[src/rtl/stepper_multi_drv.sv]
// N-channel unipolar stepper driver sharing one programmable step-rate tick.
// Optional soft position limits and limit_hit outputs: define STEPPER_LIMIT_EN.
module stepper_multi_drv #(
  parameter int                       NCH     = 2,
  parameter int                       DIV_W   = 17,
  parameter int                       POS_W   = 16,
  parameter logic signed [POS_W-1:0]  POS_MAX = 16'sh7FFF,
  parameter logic signed [POS_W-1:0]  POS_MIN = 16'sh8000
) (
  input  logic                    clk,
  input  logic                    reset,
  input  logic [DIV_W-1:0]        period,
  input  logic [2*NCH-1:0]        dir,
  input  logic [NCH-1:0]          half_step,
  output logic [4*NCH-1:0]        phase,
  output logic [POS_W*NCH-1:0]    pos,
  output logic [NCH-1:0]          step_pulse
`ifdef STEPPER_LIMIT_EN
  ,
  output logic [NCH-1:0]          limit_hit
`endif
);

  logic [DIV_W-1:0] cnt_q, cnt_d;
  logic [DIV_W-1:0] term_cnt;
  logic             tick_q, tick_d;

  // Periods below 2 clamp to 2 so the tick never sticks high.
  always_comb begin
    term_cnt = (period < DIV_W'(2)) ? DIV_W'(1) : (period - DIV_W'(1));
    if (cnt_q >= term_cnt) begin
      cnt_d  = '0;
      tick_d = 1'b1;
    end else begin
      cnt_d  = cnt_q + DIV_W'(1);
      tick_d = 1'b0;
    end
  end

  always_ff @(posedge clk or negedge reset) begin
    if (!reset) begin
      cnt_q  <= '0;
      tick_q <= 1'b0;
    end else begin
      cnt_q  <= cnt_d;
      tick_q <= tick_d;
    end
  end

  function automatic logic [3:0] phase_lut(input logic [2:0] i);
    case (i)
      3'd0:    phase_lut = 4'b0111;
      3'd1:    phase_lut = 4'b0011;
      3'd2:    phase_lut = 4'b1011;
      3'd3:    phase_lut = 4'b1001;
      3'd4:    phase_lut = 4'b1101;
      3'd5:    phase_lut = 4'b1100;
      3'd6:    phase_lut = 4'b1110;
      default: phase_lut = 4'b0110;
    endcase
  endfunction

  genvar gi;
  generate
    for (gi = 0; gi < NCH; gi++) begin : ch_g
      logic [1:0]              dir_ch;
      logic [2:0]              idx_q, idx_d, step_sz;
      logic signed [POS_W-1:0] pos_q, pos_d;
      logic [3:0]              ph_q, ph_d;
      logic                    sp_q, sp_d;
      logic                    fwd, rev;

      assign dir_ch = dir[2*gi +: 2];

      always_comb begin
        // Full-step from an even (single-coil) index moves 1 to realign onto a two-coil state.
        step_sz = (half_step[gi] || !idx_q[0]) ? 3'd1 : 3'd2;
        fwd     = tick_q && (dir_ch == 2'b01);
        rev     = tick_q && (dir_ch == 2'b10);
`ifdef STEPPER_LIMIT_EN
        fwd     = fwd && (pos_q != POS_MAX);
        rev     = rev && (pos_q != POS_MIN);
`endif
        idx_d   = idx_q;
        pos_d   = pos_q;
        sp_d    = 1'b0;
        if (fwd) begin
          idx_d = idx_q + step_sz;
          pos_d = pos_q + POS_W'(1);
          sp_d  = 1'b1;
        end else if (rev) begin
          idx_d = idx_q - step_sz;
          pos_d = pos_q - POS_W'(1);
          sp_d  = 1'b1;
        end
        ph_d = (dir_ch == 2'b11) ? 4'b1111 : phase_lut(idx_d);
      end

      always_ff @(posedge clk or negedge reset) begin
        if (!reset) begin
          idx_q <= 3'd0;
          pos_q <= '0;
          ph_q  <= 4'b1111;
          sp_q  <= 1'b0;
        end else begin
          idx_q <= idx_d;
          pos_q <= pos_d;
          ph_q  <= ph_d;
          sp_q  <= sp_d;
        end
      end

      assign phase[4*gi +: 4]         = ph_q;
      assign pos[POS_W*gi +: POS_W]   = pos_q;
      assign step_pulse[gi]           = sp_q;

`ifdef STEPPER_LIMIT_EN
      logic lh_q, lh_d;

      assign lh_d = (pos_d == POS_MAX) || (pos_d == POS_MIN);

      always_ff @(posedge clk or negedge reset) begin
        if (!reset) begin
          lh_q <= 1'b0;
        end else begin
          lh_q <= lh_d;
        end
      end

      assign limit_hit[gi] = lh_q;
`endif
    end
  endgenerate

endmodule

[config.mk]
export PLATFORM = sky130hd
export DESIGN_NAME = stepper_multi_drv
export DESIGN_NICKNAME = d
export VERILOG_FILES = /design/src/rtl/stepper_multi_drv.sv
export SDC_FILE = /design/constraint.sdc
export NUM_CORES = 1
export LEC_CHECK = 0
export CAP_MARGIN = 5
export CELL_PAD_IN_SITES_DETAIL_PLACEMENT = 0
export CELL_PAD_IN_SITES_GLOBAL_PLACEMENT = 1
export CORE_ASPECT_RATIO = 2
export CORE_UTILIZATION = 29
export DETAILED_ROUTE_END_ITERATION = 6
export PLACE_DENSITY_LB_ADDON = 0.25
export SKIP_LAST_GASP = 1
export SLEW_MARGIN = 5
export SYNTH_ARGS = -nofsm -noshare
export SYNTH_HDL_FRONTEND = slang
export SYNTH_SLANG_ARGS = --single-unit
[constraint.sdc]
create_clock -name clk -period 4 [get_ports clk]
set_input_delay 0.6 -clock clk [delete_from_list [all_inputs] [get_ports clk]]
set_output_delay 0.6 -clock clk [all_outputs]
set_load 0.02 [all_outputs]
==> metrics.txt, run 1 <==
status complete, no violations; CTS tree done; Max clock buf depth 2; Slew Limit Fails 0; CP cell instances clkdlybuf4s50_1 > nor4_1 > nor3b_2 > nand3_1 > nor4_1 > xor2_1 > nand2_1 > ha_1 > nand4_1 > a211oi_1 > buf_4 > inv_1 > o211a_1; hold bufs inserted after CTS 0; DRT iter0 DRCs 118; Max IR drop VDD 0.0001432 V; diode count 0; Initial Util 0.2949; RR Startpoint tick_q$_DFF_PN0_; fin crit share 0.8645; clock sink count 66; Final ANT Viol Nets 0; WP buf/inv 3; final hold vios 0; DPL Wire Length 9508 um; post-layout min period 3.458 ns; CP delay by family, top simple AND/OR/NAND/NOR gates; setup TNS 0 ns; Synth top area share 0.2950; Least-Margin Pin Slew 0.7607 ns; fmax 0.2892 GHz; crit-path max FO 17; clk root buf clkbuf_16; RD Place Congestion 0.8105; Vias/cell 5.027; Final nets 707; largest cells by area after synthesis dfrtp_1, ha_1, nand2_1; Top FF cell, synth dfrtp_1; synthesized area 4920 um^2; DRC 0; dpl cells 825; vias in the first global route 4,293; DR WL/cell 14.50 um; Critical Path Sink Type flip-flop; grt ovf 0; I/O pins 67; pin count of the biggest net entering global routing 32; unrepaired setup endpoints after global routing false; filler instances 1,697; most used cell, CP nor4_1; Yosys warning total 0; Worst R2R Path Depth 10; Synth Instances 551; CTS H-Tree Depth 3; max_cap viols 0; Cell Area, Placed 5892 um^2; number of setup buffers added after CTS 0; largest area contributor in the netlist dfrtp_1; Lkg Pwr 2.961 nW; worst r2r dst ch_g[0].pos_q[14]$_DFFE_PN0P_; Worst-path clk slew 0.06 ns; gr usage total 0.1512; Distinct cells, synth 60; Crit path required time 4.23 ns; first-pass GRT wire length 20,460 um; vias 4,228; syn avg cell area 8.929 um^2; share of post-route cells with drive strength above 1 0.09621; clock skew 0.009687 ns; Final Cell Area 6211 um^2; number of I/O port buffers 66; Mapped Nets 629; beginning of the critical path period[8]; CP peak stage delay 0.46 ns; Synth-to-Final Area Change 26.25%; core box area 16,680 um^2; FP Rows 67; Die Wd 94.10 um; Final Util 0.3723; ys async rst share 1.000; initial antenna violation count 0; Non-Filler Instances 841; PostCTS Resize Cnt 0; first-pass iteration count of the detailed router 4; Setup CP Type in -> reg; Data arrival, critical path 3.69 ns; Power Density 310.1 nW/um^2; wirelength, routed 12,190 um; CTS buffer count 9; HP Class in -> async; Final Total Pwr 0.001926 W; relative slew slack 0.4929; number of synthesized flops with an enable pin 0; FF-to-FF setup slack 1.18 ns; crit path launch type primary input; Crit-path slowest cell clkdlybuf4s50_1; die area 17,520 um^2; Chip Height 186.2 um; setup violators final 0; Yosys reg bits 66; sequential area share after synthesis 0.3377; Skew-Pair Late Insertion Delay 0.34 ns
[metrics by stage]
step | worst slack [ns] | hold slack (ns)
3_5_place_dp | 0.1887 | 0.5119
2_1_floorplan | 0.7235 | 0.3044
5_1_grt | 0.3118 | 0.3830
3_3_place_gp | 0.2918 | 0.4836
6_report | 0.5421 | 0.3367
4_1_cts | 0.5592 | 0.3526
[report_power, final]
part / switching, W / leakage [nW] / total, W / internal, W
Clock: 0.000320 / 0.151 / 0.000865 / 0.000544
Combinational: 0.000164 / 1.93 / 0.000316 / 0.000153
Sequential: 0.0000439 / 0.880 / 0.000745 / 0.000701
[synthesized netlist by cell type (4+ instances only)]
master	n
a211oi_1	11
a21o_1	17
a21oi_1	41
and2_1	4
clkbuf_1	10
dfrtp_1	58
dfstp_2	8
fa_1	4
ha_1	49
inv_1	17
mux2_2	5
nand2_1	107
nand2b_1	5
nand3_1	10
nand4_1	9
nor2_1	18
nor2b_1	4
nor3_1	6
nor4_1	5
o211ai_1	4
o21a_1	6
o21ai_0	31
o21bai_1	4
o31ai_1	7
or2_2	4
or3_1	4
xnor2_1	29
xor2_1	23
[logic make-up after synthesis]
family | after synthesis | synth area share
and+or+nand+nor | 189 | 0.1780
adders and majority gates | 53 | 0.1409
DFF | 66 | 0.3377
xor gates and xnor gates | 53 | 0.09588
muxes | 8 | 0.01755
AOI/OAI and AO/OA | 150 | 0.2035
buffers and inverters | 32 | 0.02645
[layer usage]
metal	vias to the layer above	global-route usage	part of all wire
met3	23	0.02480	0.026
met1	2002	0.1539	0.39
met2	78	0.2876	0.55
li1	2125	-	-
met4	0	0.07938	0.032
met5	-	0	0
[registers in the layout (all words and copies together), names as in the netlist]
name        count
cnt_q          17
ch_g.sp_q       2
tick_q          1
ch_g.pos_q     32
ch_g.ph_q       8
ch_g.idx_q      6
[worst max-delay path by stage]
| stage | slack [ns] | cells past startpoint | end |
|---|---|---|---|
| after floorplan | 0.72 | 11 | cnt_q[10]$_DFF_PN0_ |
| after global routing | 0.31 | 11 | ch_g[1].pos_q[14]$_DFFE_PN0P_ |
| final | 0.54 | 13 | cnt_q[0]$_DFF_PN0_ |
| after detailed placement | 0.19 | 13 | cnt_q[0]$_DFF_PN0_ |
| after CTS | 0.56 | 13 | cnt_q[0]$_DFF_PN0_ |
| after global placement | 0.29 | 13 | cnt_q[0]$_DFF_PN0_ |
[worst register-to-register path, cell delays in order, from the launching register on]
cell and delay [ns]:
dfrtp_1 0.38, nand3b_1 0.38, buf_4 0.30, buf_4 0.17, ha_1 0.37, a21o_1 0.22, a21o_1 0.18, a221oi_1 0.31
o31ai_1 0.16, xnor2_1 0.14, o21ai_0 0.14
[layout by cell type, fill, tap and decap left out, drive strengths merged, types with 5 or more instances in the layout]
master / synthesis / final
xnor2: 29 / 29
ha: 49 / 49
inv: 17 / 17
nor2: 19 / 19
o211ai: 5 / 5
a21o: 18 / 18
nor4: 6 / 6
nand2b: 5 / 5
clkdlybuf4s50: 0 / 65
buf: 5 / 17
o21ai: 34 / 34
dfrtp: 58 / 58
a211oi: 12 / 12
nand4: 9 / 9
nor3: 6 / 6
nand3: 10 / 10
a21oi: 41 / 41
mux2: 5 / 5
dfstp: 8 / 8
nand2: 107 / 107
o21a: 7 / 7
clkbuf: 10 / 9
xor2: 24 / 24
o31ai: 7 / 7
[cell type report]
type | count | area, um^2 | area share
clock buffer | 9 | 225.2 | 0.03626
clock inverter | 7 | 93.84 | 0.01511
inverter | 17 | 63.81 | 0.01027
multi-input combinational | 453 | 3132 | 0.5042
sequential | 66 | 1662 | 0.2675
tap | 207 | 259.0 | 0.04170
timing repair buffer | 82 | 775.7 | 0.1249
(Power assumes the default switching activity.)
==> run 2, diff against run 1 <==
Settings changed: CORE_ASPECT_RATIO 2 to 1.2.
==> metrics.txt, run 2 (same netlist as run 1, synthesis figures left out) <==
final hold vios 0 (unchanged); Skew-Pair Late Insertion Delay 0.34 ns (about the same); worst r2r dst ch_g[1].pos_q[14]$_DFFE_PN0P_; filler instances 1,632 (-3.8%); HP Class in -> async; most frequent cells in the layout nand2_1, clkdlybuf4s50_1, dfrtp_1; die area 17,490 um^2 (-0.17%); clock share of power 0.426 (-0.023); Setup CP Type in -> reg; setup violators final 0 (unchanged); setup TNS 0 ns (unchanged); Data arrival, critical path 3.63 ns (-0.06 ns); status complete, no violations; max_cap viols 0 (unchanged); DR WL/cell 13.29 um (-8.3%); Critical Path Sink Type flip-flop; FP Rows 51 (-24%); share of post-route cells with drive strength above 1 0.09005 (-0.006167); number of setup buffers added after CTS 0 (unchanged); Flop pwr share 0.403 (+0.016); crit-path max FO 17 (unchanged); fmax 0.2931 GHz (+1.4%); Least-Margin Pin Slew 0.5868 ns (-0.1739 ns); WHS 0.2499 ns (-0.08673 ns); DPL Wire Length 8603 um (-9.5%); Crit path required time 4.22 ns (about the same); cell-internal power 0.001352 W (-3.3%); Power Density 299.1 nW/um^2 (-3.5%); Initial Util 0.3000 (+0.005085); Max clock buf depth 2 (unchanged); Lkg Pwr 2.947 nW (-0.46%); Slew Limit Fails 0 (unchanged); Die Wd 120.9 um (+28%); core box area 16,400 um^2 (-1.7%); Max IR drop VDD 0.0002172 V (+52%); Chip Height 144.7 um (-22%); Final Util 0.3769 (+0.004589); grt ovf 0 (unchanged); clk root buf clkbuf_16; post-layout min period 3.412 ns (-0.04633 ns); Final ANT Viol Nets 0 (unchanged); vias in the first global route 3,968 (-7.6%); CTS H-Tree Depth 3 (unchanged); relative slew slack 0.6058 (+0.1129); number of I/O port buffers 66 (unchanged); hold bufs inserted after CTS 0 (unchanged); Worst R2R Path Depth 8 (-2); Vias/cell 4.831 (-3.9%); RD Place Congestion 0.8316 (+2.6%); DRT iter0 DRCs 214 (+81%); Final Total Pwr 0.001849 W (-4.0%); max reg flops 32 (unchanged); diode count 0 (unchanged); first-pass iteration count of the detailed router 4 (unchanged); Largest Register ch_g.pos_q; vias 4,082 (-3.5%); Final nets 706 (-0.14%); biggest regs ch_g.pos_q x32, cnt_q x17, ch_g.ph_q x8; unrepaired setup endpoints after global routing false; fin crit share 0.8529 (-0.01158); FF-to-FF setup slack 0.99 ns (-0.19 ns); initial antenna violation count 0 (unchanged); gr usage total 0.1385 (-0.01263); Synth-to-Final Area Change 25.64%; I/O pins 67 (unchanged); Comb pwr share 0.170 (+0.006); pin count of the biggest net entering global routing 32 (unchanged); CTS tree done; PostCTS Resize Cnt 0 (unchanged); RR Startpoint tick_q$_DFF_PN0_; CTS buffer count 9 (unchanged); clock skew 0.005947 ns (-0.003739 ns); wirelength, routed 11,230 um (-7.9%); clock sink count 66 (unchanged); crit path launch type primary input; first-pass GRT wire length 19,000 um (-7.2%); Psw 0.0004968 W (-5.9%); most common cell after layout, fill and taps aside nand2_1; DRC 0 (unchanged); Worst-path clk slew 0.05 ns (about the same); Switching Share 0.2687 (-0.005515)
-- run 2: changes by cell type in the layout (fill, tap and decap cells not counted), sizes merged --
cell | previous run | this run
buf | 17 | 16
bufinv | 2 | 1
clkbuf | 9 | 13
clkinv | 3 | 2
clkinvlp | 2 | 0
-- run 2: worst max path at each step --
stage	start	end	cells past startpoint
after floorplan	period[8]	cnt_q[10]$_DFF_PN0_	11
after global placement	period[8]	cnt_q[0]$_DFF_PN0_	13
after detailed placement	period[8]	cnt_q[0]$_DFF_PN0_	13
after CTS	period[8]	cnt_q[0]$_DFF_PN0_	13
after global routing	period[8]	cnt_q[0]$_DFF_PN0_	13
final	period[8]	cnt_q[0]$_DFF_PN0_	13
-- run 2: power by group through the flow --
stage	registers (W)	logic [W]	clock network [W]
6_report	0.000746	0.000315	0.000788
5_1_grt	0.000751	0.000358	0.000851
4_1_cts	0.000746	0.000319	0.000823
3_5_place_dp	0.000757	0.000317	0
3_3_place_gp	0.000757	0.000309	0
2_1_floorplan	0.000750	0.000208	0
-- run 2: critical path, cell delays in order --
cell             delay (ns)
clkdlybuf4s50_1        0.46
nor4_1                 0.48
nor3b_2                0.30
nand3_1                0.14
nor4_1                 0.26
xor2_1                 0.17
nand2_1                0.07
ha_1                   0.29
nand4_1                0.08
a211oi_1               0.22
buf_4                  0.26
inv_1                  0.08
o211a_1                0.21
-- run 2: metrics by stage --
step | instance area, um^2 | cells | setup slack (ns)
2_1_floorplan | 4920 | 551 | 0.7235
3_3_place_gp | 5891 | 829 | 0.3256
3_5_place_dp | 5891 | 829 | 0.2215
4_1_cts | 6181 | 845 | 0.5778
5_1_grt | 6181 | 845 | 0.2529
6_report | 6181 | 845 | 0.5884
-- run 2: cell type report --
type | instances | area (um^2) | area share
timing repair buffer | 81 | 768.2 | 0.1243
clock inverter | 3 | 40.04 | 0.006478
inverter | 17 | 63.81 | 0.01032
tap | 212 | 265.3 | 0.04291
sequential | 66 | 1662 | 0.2688
multi-input combinational | 453 | 3132 | 0.5067
clock buffer | 13 | 250.2 | 0.04049
-- run 2: layer usage --
layer	part of all wire	global-route usage	up-vias
li1	-	-	2130
met3	0.033	0.02547	13
met5	0	0	-
met4	0.017	0.05848	0
met2	0.48	0.2406	67
met1	0.47	0.1675	1872
